--- src/rtl/memc_pkg.sv ---
// memc_pkg: shared types and helpers for the multi-port memory controller.
//   tag_t  : read-tag payload {valid, ch_id} carried alongside each BRAM read
//   ch_w() : channel-id width for a given channel count (minimum 1 bit)
package memc_pkg;

    // Channel ids travel in a fixed-width field so the struct can live in the
    // package; this caps NUM_CH at 2**CH_ID_W channels.
    localparam int unsigned CH_ID_W = 8;

    typedef struct packed {
        logic               valid;
        logic [CH_ID_W-1:0] ch_id;
    } tag_t;

    function automatic int unsigned ch_w(input int unsigned n);
        return (n <= 1) ? 1 : $clog2(n);
    endfunction

endpackage

--- src/rtl/memc_rr_arbiter.sv ---
// memc_rr_arbiter: round-robin arbiter. The search starts one past ptr_i
// (the last granted channel) and the first requesting channel wins.
//   req_i   : per-channel request vector
//   ptr_i   : id of the last granted channel
//   grant_o : one-hot grant (zero when nobody requests)
//   id_o    : encoded id of the granted channel
//   valid_o : a grant is being issued
module memc_rr_arbiter
    import memc_pkg::*;
#(
    parameter  int unsigned NUM_CH = 2,
    localparam int unsigned CH_W   = ch_w(NUM_CH)
) (
    input  logic [NUM_CH-1:0] req_i,
    input  logic [CH_W-1:0]   ptr_i,
    output logic [NUM_CH-1:0] grant_o,
    output logic [CH_W-1:0]   id_o,
    output logic              valid_o
);

    // Priority walk: offset k=1 is the highest-priority slot; channel i sits at
    // slot k when (ptr_i + k) mod NUM_CH == i.
    always_comb begin
        grant_o = '0;
        id_o    = '0;
        valid_o = 1'b0;
        for (int unsigned k = 1; k <= NUM_CH; k++) begin
            for (int unsigned i = 0; i < NUM_CH; i++) begin
                if (!valid_o && req_i[i] &&
                    (((32'(ptr_i) + k) % NUM_CH) == i)) begin
                    grant_o[i] = 1'b1;
                    id_o       = CH_W'(i);
                    valid_o    = 1'b1;
                end
            end
        end
    end

endmodule

--- src/rtl/memc_multiport.sv ---
// memc_multiport: round-robin multi-channel front end for a single-port BRAM.
// One access per cycle; reads are pipelined and returned with a channel tag.
//   clk, reset         : clock, asynchronous active-high reset
//   ch_rd/wr_enable    : per-channel requests, held until ch_ack
//   ch_addr/ch_wr_data : packed per-channel address / write data
//   ch_ack             : combinational one-hot accept strobe
//   ch_rd_data/valid   : shared read return data, one-hot owner strobe
//   ch_busy            : channel has reads in flight
//   protocol_err       : sticky, a granted channel asserted rd and wr together
//   bram_*             : registered BRAM port, bram_rd_data returns after BRAM_LATENCY
module memc_multiport
    import memc_pkg::*;
#(
    parameter int unsigned DATA_WIDTH   = 8,
    parameter int unsigned ADDR_WIDTH   = 16,
    parameter int unsigned NUM_CH       = 2,
    parameter int unsigned BRAM_LATENCY = 1
) (
    input  logic                         clk,
    input  logic                         reset,
    input  logic [NUM_CH-1:0]            ch_rd_enable,
    input  logic [NUM_CH-1:0]            ch_wr_enable,
    input  logic [NUM_CH*ADDR_WIDTH-1:0] ch_addr,
    input  logic [NUM_CH*DATA_WIDTH-1:0] ch_wr_data,
    output logic [NUM_CH-1:0]            ch_ack,
    output logic [DATA_WIDTH-1:0]        ch_rd_data,
    output logic [NUM_CH-1:0]            ch_rd_valid,
    output logic [NUM_CH-1:0]            ch_busy,
    output logic                         protocol_err,
    output logic                         bram_rd_enable,
    output logic                         bram_wr_enable,
    output logic [ADDR_WIDTH-1:0]        bram_addr,
    output logic [DATA_WIDTH-1:0]        bram_wr_data,
    input  logic [DATA_WIDTH-1:0]        bram_rd_data
);

    localparam int unsigned CH_W  = ch_w(NUM_CH);
    localparam int unsigned CNT_W = $clog2(BRAM_LATENCY + 3);

    logic [NUM_CH-1:0]     req_c;
    logic [NUM_CH-1:0]     gnt_c;
    logic [CH_W-1:0]       gnt_id_c;
    logic                  gnt_vld_c;
    logic                  ack_vld_c;
    logic                  g_rd_c;
    logic                  g_wr_c;
    logic                  rd_ack_c;
    logic [ADDR_WIDTH-1:0] g_addr_c;
    logic [DATA_WIDTH-1:0] g_wdata_c;

    logic [CH_W-1:0]       last_grant_q;
    logic                  bram_rd_q;
    logic                  bram_wr_q;
    logic [ADDR_WIDTH-1:0] bram_addr_q;
    logic [DATA_WIDTH-1:0] bram_wdata_q;
    logic [CH_W-1:0]       bram_ch_q;

    tag_t                  tag_in_c;
    tag_t                  tag_tail_c;
    tag_t                  tag_q [BRAM_LATENCY];

    logic [NUM_CH-1:0]     rd_valid_d;
    logic [NUM_CH-1:0]     rd_valid_q;
    logic [DATA_WIDTH-1:0] rd_data_q;
    logic [CNT_W-1:0]      cnt_d [NUM_CH];
    logic [CNT_W-1:0]      cnt_q [NUM_CH];
    logic                  perr_q;

    assign req_c = ch_rd_enable | ch_wr_enable;

    memc_rr_arbiter #(
        .NUM_CH (NUM_CH)
    ) u_arb (
        .req_i   (req_c),
        .ptr_i   (last_grant_q),
        .grant_o (gnt_c),
        .id_o    (gnt_id_c),
        .valid_o (gnt_vld_c)
    );

    // No acceptance while reset is held.
    assign ch_ack    = reset ? '0 : gnt_c;
    assign ack_vld_c = gnt_vld_c & ~reset;

    // Select the granted channel's request fields.
    always_comb begin
        g_rd_c    = 1'b0;
        g_wr_c    = 1'b0;
        g_addr_c  = '0;
        g_wdata_c = '0;
        for (int unsigned i = 0; i < NUM_CH; i++) begin
            if (gnt_c[i]) begin
                g_rd_c    = ch_rd_enable[i];
                g_wr_c    = ch_wr_enable[i];
                g_addr_c  = ch_addr[i*ADDR_WIDTH +: ADDR_WIDTH];
                g_wdata_c = ch_wr_data[i*DATA_WIDTH +: DATA_WIDTH];
            end
        end
    end

    // A simultaneous rd+wr is treated as a write; the read is dropped.
    assign rd_ack_c = ack_vld_c & g_rd_c & ~g_wr_c;

    // Round-robin pointer; reset value makes channel 0 first in line.
    always_ff @(posedge clk or posedge reset) begin
        if (reset) begin
            last_grant_q <= CH_W'(NUM_CH - 1);
        end else if (ack_vld_c) begin
            last_grant_q <= gnt_id_c;
        end
    end

    // BRAM port register: enables pulse per ack, address/data hold otherwise.
    always_ff @(posedge clk or posedge reset) begin
        if (reset) begin
            bram_rd_q    <= 1'b0;
            bram_wr_q    <= 1'b0;
            bram_addr_q  <= '0;
            bram_wdata_q <= '0;
            bram_ch_q    <= '0;
        end else begin
            bram_rd_q <= rd_ack_c;
            bram_wr_q <= ack_vld_c & g_wr_c;
            if (ack_vld_c) begin
                bram_addr_q  <= g_addr_c;
                bram_wdata_q <= g_wdata_c;
                bram_ch_q    <= gnt_id_c;
            end
        end
    end

    // Tag pipeline runs in step with the BRAM: its tail lines up with the
    // cycle in which bram_rd_data is valid.
    assign tag_in_c   = '{valid: bram_rd_q, ch_id: CH_ID_W'(bram_ch_q)};
    assign tag_tail_c = tag_q[BRAM_LATENCY-1];

    always_ff @(posedge clk or posedge reset) begin
        if (reset) begin
            for (int unsigned i = 0; i < BRAM_LATENCY; i++) begin
                tag_q[i] <= '0;
            end
        end else begin
            tag_q[0] <= tag_in_c;
            for (int unsigned i = 1; i < BRAM_LATENCY; i++) begin
                tag_q[i] <= tag_q[i-1];
            end
        end
    end

    always_comb begin
        rd_valid_d = '0;
        for (int unsigned i = 0; i < NUM_CH; i++) begin
            rd_valid_d[i] = tag_tail_c.valid && (tag_tail_c.ch_id == CH_ID_W'(i));
        end
    end

    // Return register: data is captured only for tagged reads.
    always_ff @(posedge clk or posedge reset) begin
        if (reset) begin
            rd_valid_q <= '0;
            rd_data_q  <= '0;
        end else begin
            rd_valid_q <= rd_valid_d;
            if (tag_tail_c.valid) begin
                rd_data_q <= bram_rd_data;
            end
        end
    end

    // Outstanding-read counters: +1 on read ack, -1 on that channel's return.
    always_comb begin
        for (int unsigned i = 0; i < NUM_CH; i++) begin
            cnt_d[i] = cnt_q[i];
            if ((ch_ack[i] & rd_ack_c) && !rd_valid_q[i]) begin
                cnt_d[i] = cnt_q[i] + CNT_W'(1);
            end else if (!(ch_ack[i] & rd_ack_c) && rd_valid_q[i]) begin
                cnt_d[i] = cnt_q[i] - CNT_W'(1);
            end
        end
    end

    always_ff @(posedge clk or posedge reset) begin
        if (reset) begin
            for (int unsigned i = 0; i < NUM_CH; i++) begin
                cnt_q[i] <= '0;
            end
        end else begin
            for (int unsigned i = 0; i < NUM_CH; i++) begin
                cnt_q[i] <= cnt_d[i];
            end
        end
    end

    always_comb begin
        ch_busy = '0;
        for (int unsigned i = 0; i < NUM_CH; i++) begin
            ch_busy[i] = (cnt_q[i] != '0);
        end
    end

    // Sticky until reset.
    always_ff @(posedge clk or posedge reset) begin
        if (reset) begin
            perr_q <= 1'b0;
        end else if (ack_vld_c && g_rd_c && g_wr_c) begin
            perr_q <= 1'b1;
        end
    end

    assign bram_rd_enable = bram_rd_q;
    assign bram_wr_enable = bram_wr_q;
    assign bram_addr      = bram_addr_q;
    assign bram_wr_data   = bram_wdata_q;
    assign ch_rd_data     = rd_data_q;
    assign ch_rd_valid    = rd_valid_q;
    assign protocol_err   = perr_q;

endmodule

--- config.mk ---
export PLATFORM = sky130hd
export DESIGN_NAME = memc_multiport
export DESIGN_NICKNAME = d
export VERILOG_FILES = /design/src/rtl/memc_pkg.sv /design/src/rtl/memc_rr_arbiter.sv /design/src/rtl/memc_multiport.sv
export SDC_FILE = /design/constraint.sdc
export NUM_CORES = 1
export LEC_CHECK = 0
export ABC_AREA = 1
export CORE_MARGIN = 1.5
export CORE_UTILIZATION = 40
export DETAILED_ROUTE_END_ITERATION = 16
export GPL_ROUTABILITY_DRIVEN = 0
export HOLD_SLACK_MARGIN = 0.12
export PLACE_DENSITY = 0.8
export SLEW_MARGIN = 30
export SYNTH_ARGS = -nofsm -noshare
export SYNTH_HDL_FRONTEND = slang
export SYNTH_SLANG_ARGS = --single-unit
--- constraint.sdc ---
create_clock -name clk -period 3.4 [get_ports clk]
set_input_delay 0.85 -clock clk [delete_from_list [all_inputs] [get_ports clk]]
set_output_delay 0.85 -clock clk [all_outputs]
set_load 0.01 [all_outputs]
==> flow_summary.yaml, run 1 <==
sta:
  tns_ns: 0
  fin_crit_sh: 0.938
  slew_violations: 0
  max_slew_margin: 0.774
  max_freq_mhz: 314
  skew_ns: 0.00376
  setup_viol: 0
  tightest_slew_ns: 0.338
  finalHoldViolations: 0
  timing.hold.ws_ns: 0.385
  rsz0062_at_grt: "no"
  finalCriticalPeriod_ns: 3.19
synth:
  ys_ff_latch: 45
  syn-cell-area_um2: 2090
  synthXorXnorAreaFrac: 0.0168
  yosys_warnings: 0
  synth.distinct_cells: 27
  synth.top_cells.by_area: "dfrtp_1 53%, nand2_1 13%, nand3_1 5.8%"
  muxShareOfSynthArea: 0
  synthCells: 235
  synth_compound_area_frac: 0.0606
  syn_avg_cell_area_um2: 8.88
  synth_fa_ha_area_frac: 0.0120
  synth-simple-area-share: 0.294
  netlist.area_leader.share: 0.528
  synth_top_family_by_area: "simple AND/OR/NAND/NOR gates"
  synth_top_area_cell: "dfrtp_1"
  ys_seq_area_frac: 0.540
  synth_fp_nets: 299
hold_path:
  min_from: "bram_ch_q"
  hold_class: "flop to flop"
clocking:
  clock_latency_ns: 0.30
  cts.sinks: 45
  ctsResizeCount: 0
  cts_root_buf: "clkbuf_8"
  cts_tree: "built"
  postCtsHoldBufs: 0
  clk_path_buf_depth: 2
  numCtsBuffers: 5
  ctsHtreeMaxLevel: 2
  cts.reportedPaths.clkPinSlew_ns: 0.09
  cts_setup_buffers: 0
global_route:
  grt_max_degree: 31
  grt_pass1_vias: 1920
  grt_overflow: 0
  grt_pass1_wl_um: 8350
  track_usage: 0.194
  grt_antenna_before_repair: 0
outcome:
  run_status: "finished clean"
pwr:
  p_per_area_nw_per_um2: 526
  p_leak_nw: 1.50
  ir_drop_uv: 242
setup_path:
  r2r-end: "cnt_q[3]"
  crit_end: "ch_ack[1]"
  crit_path_end_kind: "output port"
  crit_path_start: "ch_rd_enable[0]"
  r2r_start: "last_grant_q"
  required_ns: 2.55
  critPathLaunchType: "input pin"
  r2r_slack_ns: 1.22
  crit_type: "input pin to output port"
  r2r_cells: 11
  crit_fanout: 3
  arrival_ns: 2.34
detailed_routing:
  vias_per_cell: 4.87
  met2_wirelength_um: 2700
  ant_nets: 0
  drt-met1-wl_um: 2140
  top_layer: "met4"
  drt_iter0_markers: 89
  vias: 2000
  avgRoutedWirePerCell_um: 12.9
  firstDrtPassIters: 4
  met3_wirelength_um: 387
  routed_wl_um: 5290
  drc: 0
floorplanning:
  die_y_um: 75.2
  coreArea_um2: 5070
  die_x_um: 75.2
  ioPinCount: 103
  fp.dieArea_um2: 5660
  start_util: 0.411
  rows: 26
layout:
  fillers: 436
  area_delta_synth_final_pct: 58.3
  diodes: 0
  drive_gt1_frac: 0.0880
  fin_nets: 404
placement:
  portBuffers: 102
  dpl.hpwl_um: 3910
job:
  maxCapViolations: 0
registers in the layout (all words and copies together) (netlist names), 2 cells and up:
name          flops
cnt_q             4
tag_q             2
bram_wr_data      8
ch_rd_data        8
bram_addr        16
ch_rd_valid       2
layout by cell type, fill, tap and decap left out:
master	n
a21oi_1	3
a21oi_4	1
a31oi_1	12
buf_4	8
bufinv_16	2
clkbuf_8	5
clkdlybuf4s50_1	102
clkinv_1	1
dfrtp_1	44
dfstp_2	1
ha_1	2
inv_1	14
inv_2	2
inv_4	1
inv_6	1
nand2_1	74
nand2_2	1
nand2_4	1
nand3_1	24
nand3_2	2
nand4_1	13
nor2_1	14
nor2_2	2
nor2_4	2
nor3_2	1
o21ai_0	4
xnor2_1	2
xor2_1	2
through the flow:
step                      worst slack (ns)  total power [mW]  area [um2]   util  cells
after floorplan                      0.290             0.961        2090      -    235
after global placement               0.213              1.25        3170  0.624    403
after detailed placement             0.201              1.27        3170  0.624    403
after CTS                            0.184              1.76        3300  0.651    411
after global routing                 0.125              1.84        3300  0.651    411
final                                0.211              1.74        3300  0.651    411
worst max-delay path, cell delays in order:
cell             delay [ns]
clkdlybuf4s50_1        0.48
nor2_4                 0.19
nor2_2                 0.06
nor2_4                 0.11
nand2_4                0.07
inv_4                  0.05
clkdlybuf4s50_1        0.54
how the worst min path moves through the flow:
stage                     to  slack [ns]  cells past startpoint
floorplan           tag_q[0]        0.35                      0
global placement    tag_q[0]        0.36                      0
detailed placement  tag_q[0]        0.36                      0
CTS                 tag_q[0]        0.39                      0
global route        tag_q[8]        0.40                      0
finish              tag_q[0]        0.38                      0
cells in the mapped netlist (all sizes together):
| master | instances |
|---|---|
| a21oi | 4 |
| xor2 | 2 |
| a31oi | 12 |
| buf | 12 |
| nand4 | 13 |
| nand3 | 26 |
| o21ai | 4 |
| nand2 | 76 |
| ha | 2 |
| xnor2 | 2 |
| nor3 | 1 |
| inv | 17 |
| clkinv | 1 |
| nor2 | 18 |
| dfstp | 1 |
| dfrtp | 44 |
per-layer routing:
layer	up-vias	GRT usage
li1	977	-
met1	938	0.226
met5	-	0
met3	6	0.0602
met2	79	0.350
met4	0	0.0476
area by class of cell:
| class | instances | area, um2 | share of cell area |
|---|---|---|---|
| repair buffers | 110 | 1080 | 0.327 |
| clock inverters | 3 | 68.8 | 0.0208 |
| flip-flops and latches | 45 | 1130 | 0.341 |
| multi-input cells | 160 | 801 | 0.242 |
| clock buffers | 5 | 68.8 | 0.0208 |
| inverters | 18 | 70.1 | 0.0212 |
| well taps | 70 | 87.6 | 0.0265 |
power by group:
group / internal (mW) / total (mW) / leakage, nW / switching [mW]
clock: 0.296 / 0.485 / 0.0687 / 0.189
sequential: 0.647 / 0.707 / 0.539 / 0.0596
combinational: 0.305 / 0.548 / 0.893 / 0.243
cells by family after synthesis:
logic type,after synthesis
AOI/OAI and AO/OA,20
xor gates and xnor gates,4
adders and majority gates,2
buffers and inverters,30
DFF,45
and+or+nand+nor,134
Note: power is estimated with default switching activity, not from simulation.
==> run 2: changes to the inputs <==
Settings changed: CAP_MARGIN set to 20, CORE_ASPECT_RATIO set to 1.5, RECOVER_POWER set to 100.
==> flow_summary.yaml, run 2 (synthesis gave the netlist of run 1 again) <==
detailed_routing:
  ant_nets: 0
  firstDrtPassIters: 5
  vias: 2021
  drt_iter0_markers: 88
  drc: 0
  vias_per_cell: 4.94
  avgRoutedWirePerCell_um: 14.0
  routed_wl_um: 5740
pwr:
  power.total_mw: 1.64
  internal-power_mw: 1.14
  p_leak_nw: 1.51
  p_per_area_nw_per_um2: 506
  clkPwrFrac: 0.255
  p_sw_mw: 0.502
  ir_drop_uv: 270
  combPwrFrac: 0.317
  p_sw_frac: 0.306
  seq_power_share: 0.428
clocking:
  ctsHtreeMaxLevel: 2
  postCtsHoldBufs: 0
  cts.sinks: 45
  ctsResizeCount: 0
  cts_setup_buffers: 0
  clk_path_buf_depth: 2
  numCtsBuffers: 5
  clock_latency_ns: 0.30
  cts_root_buf: "clkbuf_8"
  cts_tree: "built"
  cts.reportedPaths.clkPinSlew_ns: 0.09
setup_path:
  r2r_start: "last_grant_q"
  r2r_cells: 11
  critPathBufInv: 3
  crit_path_end_kind: "output port"
  crit_path_start: "ch_rd_enable[0]"
  crit_type: "input pin to output port"
  cp_top_family: "buffers and inverters"
  crit_fanout: 3
  r2r-end: "cnt_q[3]"
  crit_top_cell: "clkdlybuf4s50_1"
  required_ns: 2.55
  arrival_ns: 2.40
  slowest_delay_ns: 0.52
  r2r_slack_ns: 1.18
  crit_chain: "clkdlybuf4s50_1, nor2_1, nor2_2, nor2_4, nand2_4, inv_4, clkdlybuf4s50_1"
  critPathLaunchType: "input pin"
  cp_slowest_cell: "clkdlybuf4s50_1"
placement:
  dpl.cell_count: 401
  portBuffers: 102
  place_ws_ns: 0.196
  dpl.hpwl_um: 4240
sta:
  finalCriticalPeriod_ns: 3.25
  max_freq_mhz: 308
  fin_ws_ns: 0.149
  rsz0062_at_grt: "no"
  setup_viol: 0
  finalHoldViolations: 0
  tightest_slew_ns: 0.978
  max_slew_margin: 0.348
  fin_crit_sh: 0.956
  skew_ns: 0.0102
  tns_ns: 0
  slew_violations: 0
hold_path:
  whs_endpoint: "tag_q[8]"
  min_from: "bram_rd_enable"
  hold_class: "flop to flop"
  worstHoldPathCells: 0
global_route:
  grt_antenna_before_repair: 0
  use_met2: 0.367
  grt_pass1_vias: 2070
  use_met3: 0.0399
  grt_overflow: 0
  grt_pass1_wl_um: 9270
  grt_max_degree: 39
  top_usage_layer: "met2"
  grtUsageMet1: 0.249
  track_usage: 0.219
layout:
  drive_gt1_frac: 0.0616
  diodes: 0
  largest_reg_flops: 16
  fin_nets: 404
  fin_cells: 409
  post-route-util: 0.637
  area_delta_synth_final_pct: 55.3
  mostFrequentLayoutCell: "nand2_1"
  layout_common_cells: "74 x nand2_1, 61 x clkdlybuf4s50_1, 44 x dfrtp_1, 41 x dlygate4sd3_1, 24 x nand3_1"
floorplanning:
  die_x_um: 62.0
  rows: 32
  start_util: 0.410
  fp.dieArea_um2: 5670
  coreArea_um2: 5080
  die_y_um: 91.5
  ioPinCount: 103
outcome:
  run_status: "finished clean"
job:
  maxCapViolations: 0
## run 2: cell types whose count changed in the layout (fill, tap and decap cells not counted), sizes merged
cell           change
buf                -4
bufinv             -1
clkbuf             +4
clkdlybuf4s50     -41
dlygate4sd3       +41
inv                +1
## run 2: metrics by stage
step           hold slack [ns]  instance area, um2
2_1_floorplan            0.354                2090
3_3_place_gp             0.361                3160
3_5_place_dp             0.371                3160
4_1_cts                  0.394                3280
5_1_grt                  0.407                3240
6_report                 0.389                3240
## run 2: how the worst max path moves through the flow
stage / endpoint / slack (ns) / cells past startpoint
after floorplan: ch_ack[0] / 0.29 / 3
after global placement: ch_ack[1] / 0.21 / 7
after detailed placement: ch_ack[1] / 0.20 / 7
after CTS: ch_ack[1] / 0.18 / 7
after global routing: ch_ack[0] / 0.07 / 5
final: ch_ack[1] / 0.15 / 7
## run 2: power by group through the flow
stage	combinational, mW	clock [mW]	sequential, mW
floorplan	0.213	0	0.748
global placement	0.550	0	0.710
detailed placement	0.565	0	0.715
CTS	0.567	0.428	0.705
global route	0.576	0.444	0.716
finish	0.520	0.417	0.701
## run 2: worst register-to-register path, cell delays in order, from the launching register on
cell and delay, ns:
dfstp_2 0.55, inv_1 0.07, nand2_1 0.08, buf_4 0.30
nand2_1 0.09, nand2_1 0.10, nand2_1 0.08, nor3_1 0.17
ha_1 0.29, a21oi_1 0.11, o21ai_0 0.11, xor2_1 0.16
## run 2: metal layers
| metal | part of all wire | wire, um |
|---|---|---|
| met1 | 0.39 | 2210 |
| met2 | 0.54 | 3090 |
| met3 | 0.040 | 232 |
| met4 | 0.036 | 206 |
| met5 | 0 | 0 |
## run 2: cell type report
cell class | instances | area (um2)
clock buffers | 5 | 68.8
repair buffers | 110 | 1070
multi-input cells | 160 | 774
flip-flops and latches | 45 | 1130
clock inverters | 3 | 47.5
well taps | 68 | 85.1
inverters | 18 | 70.1
fillers | 453 | 1840
==> run 3: changes to the inputs <==
Settings changed: ABC_CLOCK_PERIOD_IN_PS set to 3400, CAP_MARGIN 20 to not set, CORE_UTILIZATION 40 to 50, DONT_BUFFER_PORTS set to 1, PLACE_DENSITY 0.8 to not set.
==> flow_summary.yaml, run 3 (synthesis gave the netlist of run 1 again) <==
clocking:
  clk_path_buf_depth: 2
  postCtsHoldBufs: 0
  clock_latency_ns: 0.28
  cts_setup_buffers: 0
  cts.reportedPaths.clkPinSlew_ns: 0.08
  ctsHtreeMaxLevel: 2
  ctsResizeCount: 0
  cts_root_buf: "clkbuf_8"
  cts.sinks: 45
  numCtsBuffers: 5
  cts_tree: "built"
global_route:
  grt_antenna_before_repair: 0
  grt_max_degree: 26
  grt_overflow: 0
  grt_pass1_vias: 1551
  grt_pass1_wl_um: 7320
  track_usage: 0.207
setup_path:
  r2r_slack_ns: 1.24
  arrival_ns: 2.00
  critPathLaunchType: "input pin"
  crit_type: "input pin to output port"
  crit_fanout: 14
  r2r_start: "last_grant_q"
  r2r_cells: 9
  r2r-end: "cnt_q[3]"
  required_ns: 2.55
  crit_path_end_kind: "output port"
sta:
  finalCriticalPeriod_ns: 2.85
  max_slew_margin: 0.197
  timing.hold.ws_ns: 0.379
  rsz0062_at_grt: "no"
  max_freq_mhz: 350
  skew_ns: 0.00230
  tns_ns: 0
  fin_crit_sh: 0.839
  setup_viol: 0
  finalHoldViolations: 0
  tightest_slew_ns: 1.20
  slew_violations: 0
detailed_routing:
  firstDrtPassIters: 4
  ant_nets: 0
  avgRoutedWirePerCell_um: 16.4
  vias_per_cell: 5.65
  routed_wl_um: 4580
  drc: 0
  drt_iter0_markers: 51
  vias: 1577
hold_path:
  hold_class: "flop to flop"
  min_from: "bram_ch_q"
  whs_endpoint: "tag_q[0]"
  worstHoldPathCells: 0
floorplanning:
  fp.dieArea_um2: 4580
  coreArea_um2: 3960
  die_x_um: 55.8
  ioPinCount: 103
  die_y_um: 82.1
  start_util: 0.527
  rows: 28
layout:
  drive_gt1_frac: 0.0726
  largest_reg_flops: 16
  fin_nets: 297
  area_delta_synth_final_pct: 2.34
  post-route-util: 0.540
  diodes: 0
  mostFrequentLayoutCell: "nand2_1"
  layout_common_cells: "74 x nand2_1, 44 x dfrtp_1, 24 x nand3_1, 16 x inv_1, 16 x nor2_1"
pwr:
  seq_power_share: 0.585
  internal-power_mw: 0.872
  p_leak_nw: 1.04
  p_sw_frac: 0.330
  p_per_area_nw_per_um2: 609
  ir_drop_uv: 361
  clkPwrFrac: 0.234
  combPwrFrac: 0.181
  p_sw_mw: 0.429
outcome:
  run_status: "finished clean"
placement:
  portBuffers: 0
  dpl.hpwl_um: 3480
job:
  maxCapViolations: 0
-- run 3: cell count changes in the layout (fill, tap and decap cells not counted), sizes merged, moves of 2 or more --
| cell | change |
|---|---|
| buf | -3 |
| clkdlybuf4s50 | -61 |
| clkinv | +2 |
| dlygate4sd3 | -41 |
| inv | -3 |
-- run 3: power groups by stage --
stage	sequential [mW]	clock, mW	combinational, mW
floorplan	0.748	0	0.213
global placement	0.768	0	0.227
detailed placement	0.773	0	0.244
CTS	0.763	0.319	0.244
global route	0.773	0.344	0.277
finish	0.761	0.305	0.235
-- run 3: how the worst max path moves through the flow --
stage / start / to / depth (start not counted)
global route: reset / ch_ack[1] / 3
finish: ch_rd_enable[0] / ch_ack[1] / 5
detailed placement: ch_rd_enable[0] / ch_ack[0] / 4
CTS: ch_rd_enable[0] / ch_ack[0] / 4
floorplan: reset / ch_ack[0] / 3
global placement: ch_rd_enable[0] / ch_ack[0] / 4
-- run 3: metrics by stage --
step                      setup WS, ns  cells  power [mW]  area (um2)
after global placement           0.771    271       0.995        2080
after CTS                        0.728    279        1.33        2160
after global routing             0.347    279        1.39        2140
after detailed placement         0.727    271        1.02        2080
final                            0.547    279        1.30        2140
after floorplan                  0.290    235       0.961        2090
-- run 3: layout make-up --
| type | count | area (um2) |
|---|---|---|
| clock buffers | 6 | 72.6 |
| clock inverters | 2 | 10.0 |
| fillers | 408 | 1820 |
| inverters | 18 | 68.8 |
| multi-input cells | 160 | 786 |
| flip-flops and latches | 45 | 1130 |
| well taps | 45 | 56.3 |
| repair buffers | 3 | 15.0 |
-- run 3: critical path, cell delays in order --
cell and delay (ns):
nor2_1 0.26, nor2_1 0.12, nor2_4 0.32, nand2_4 0.08, clkinvlp_2 0.37
-- run 3: metal layers --
metal | vias up | track usage | wire, um
li1 | 764 | - | -
met1 | 748 | 0.221 | 1640
met2 | 63 | 0.379 | 2540
met3 | 2 | 0.0810 | 376
met4 | 0 | 0.0659 | 23
met5 | - | 0 | 0
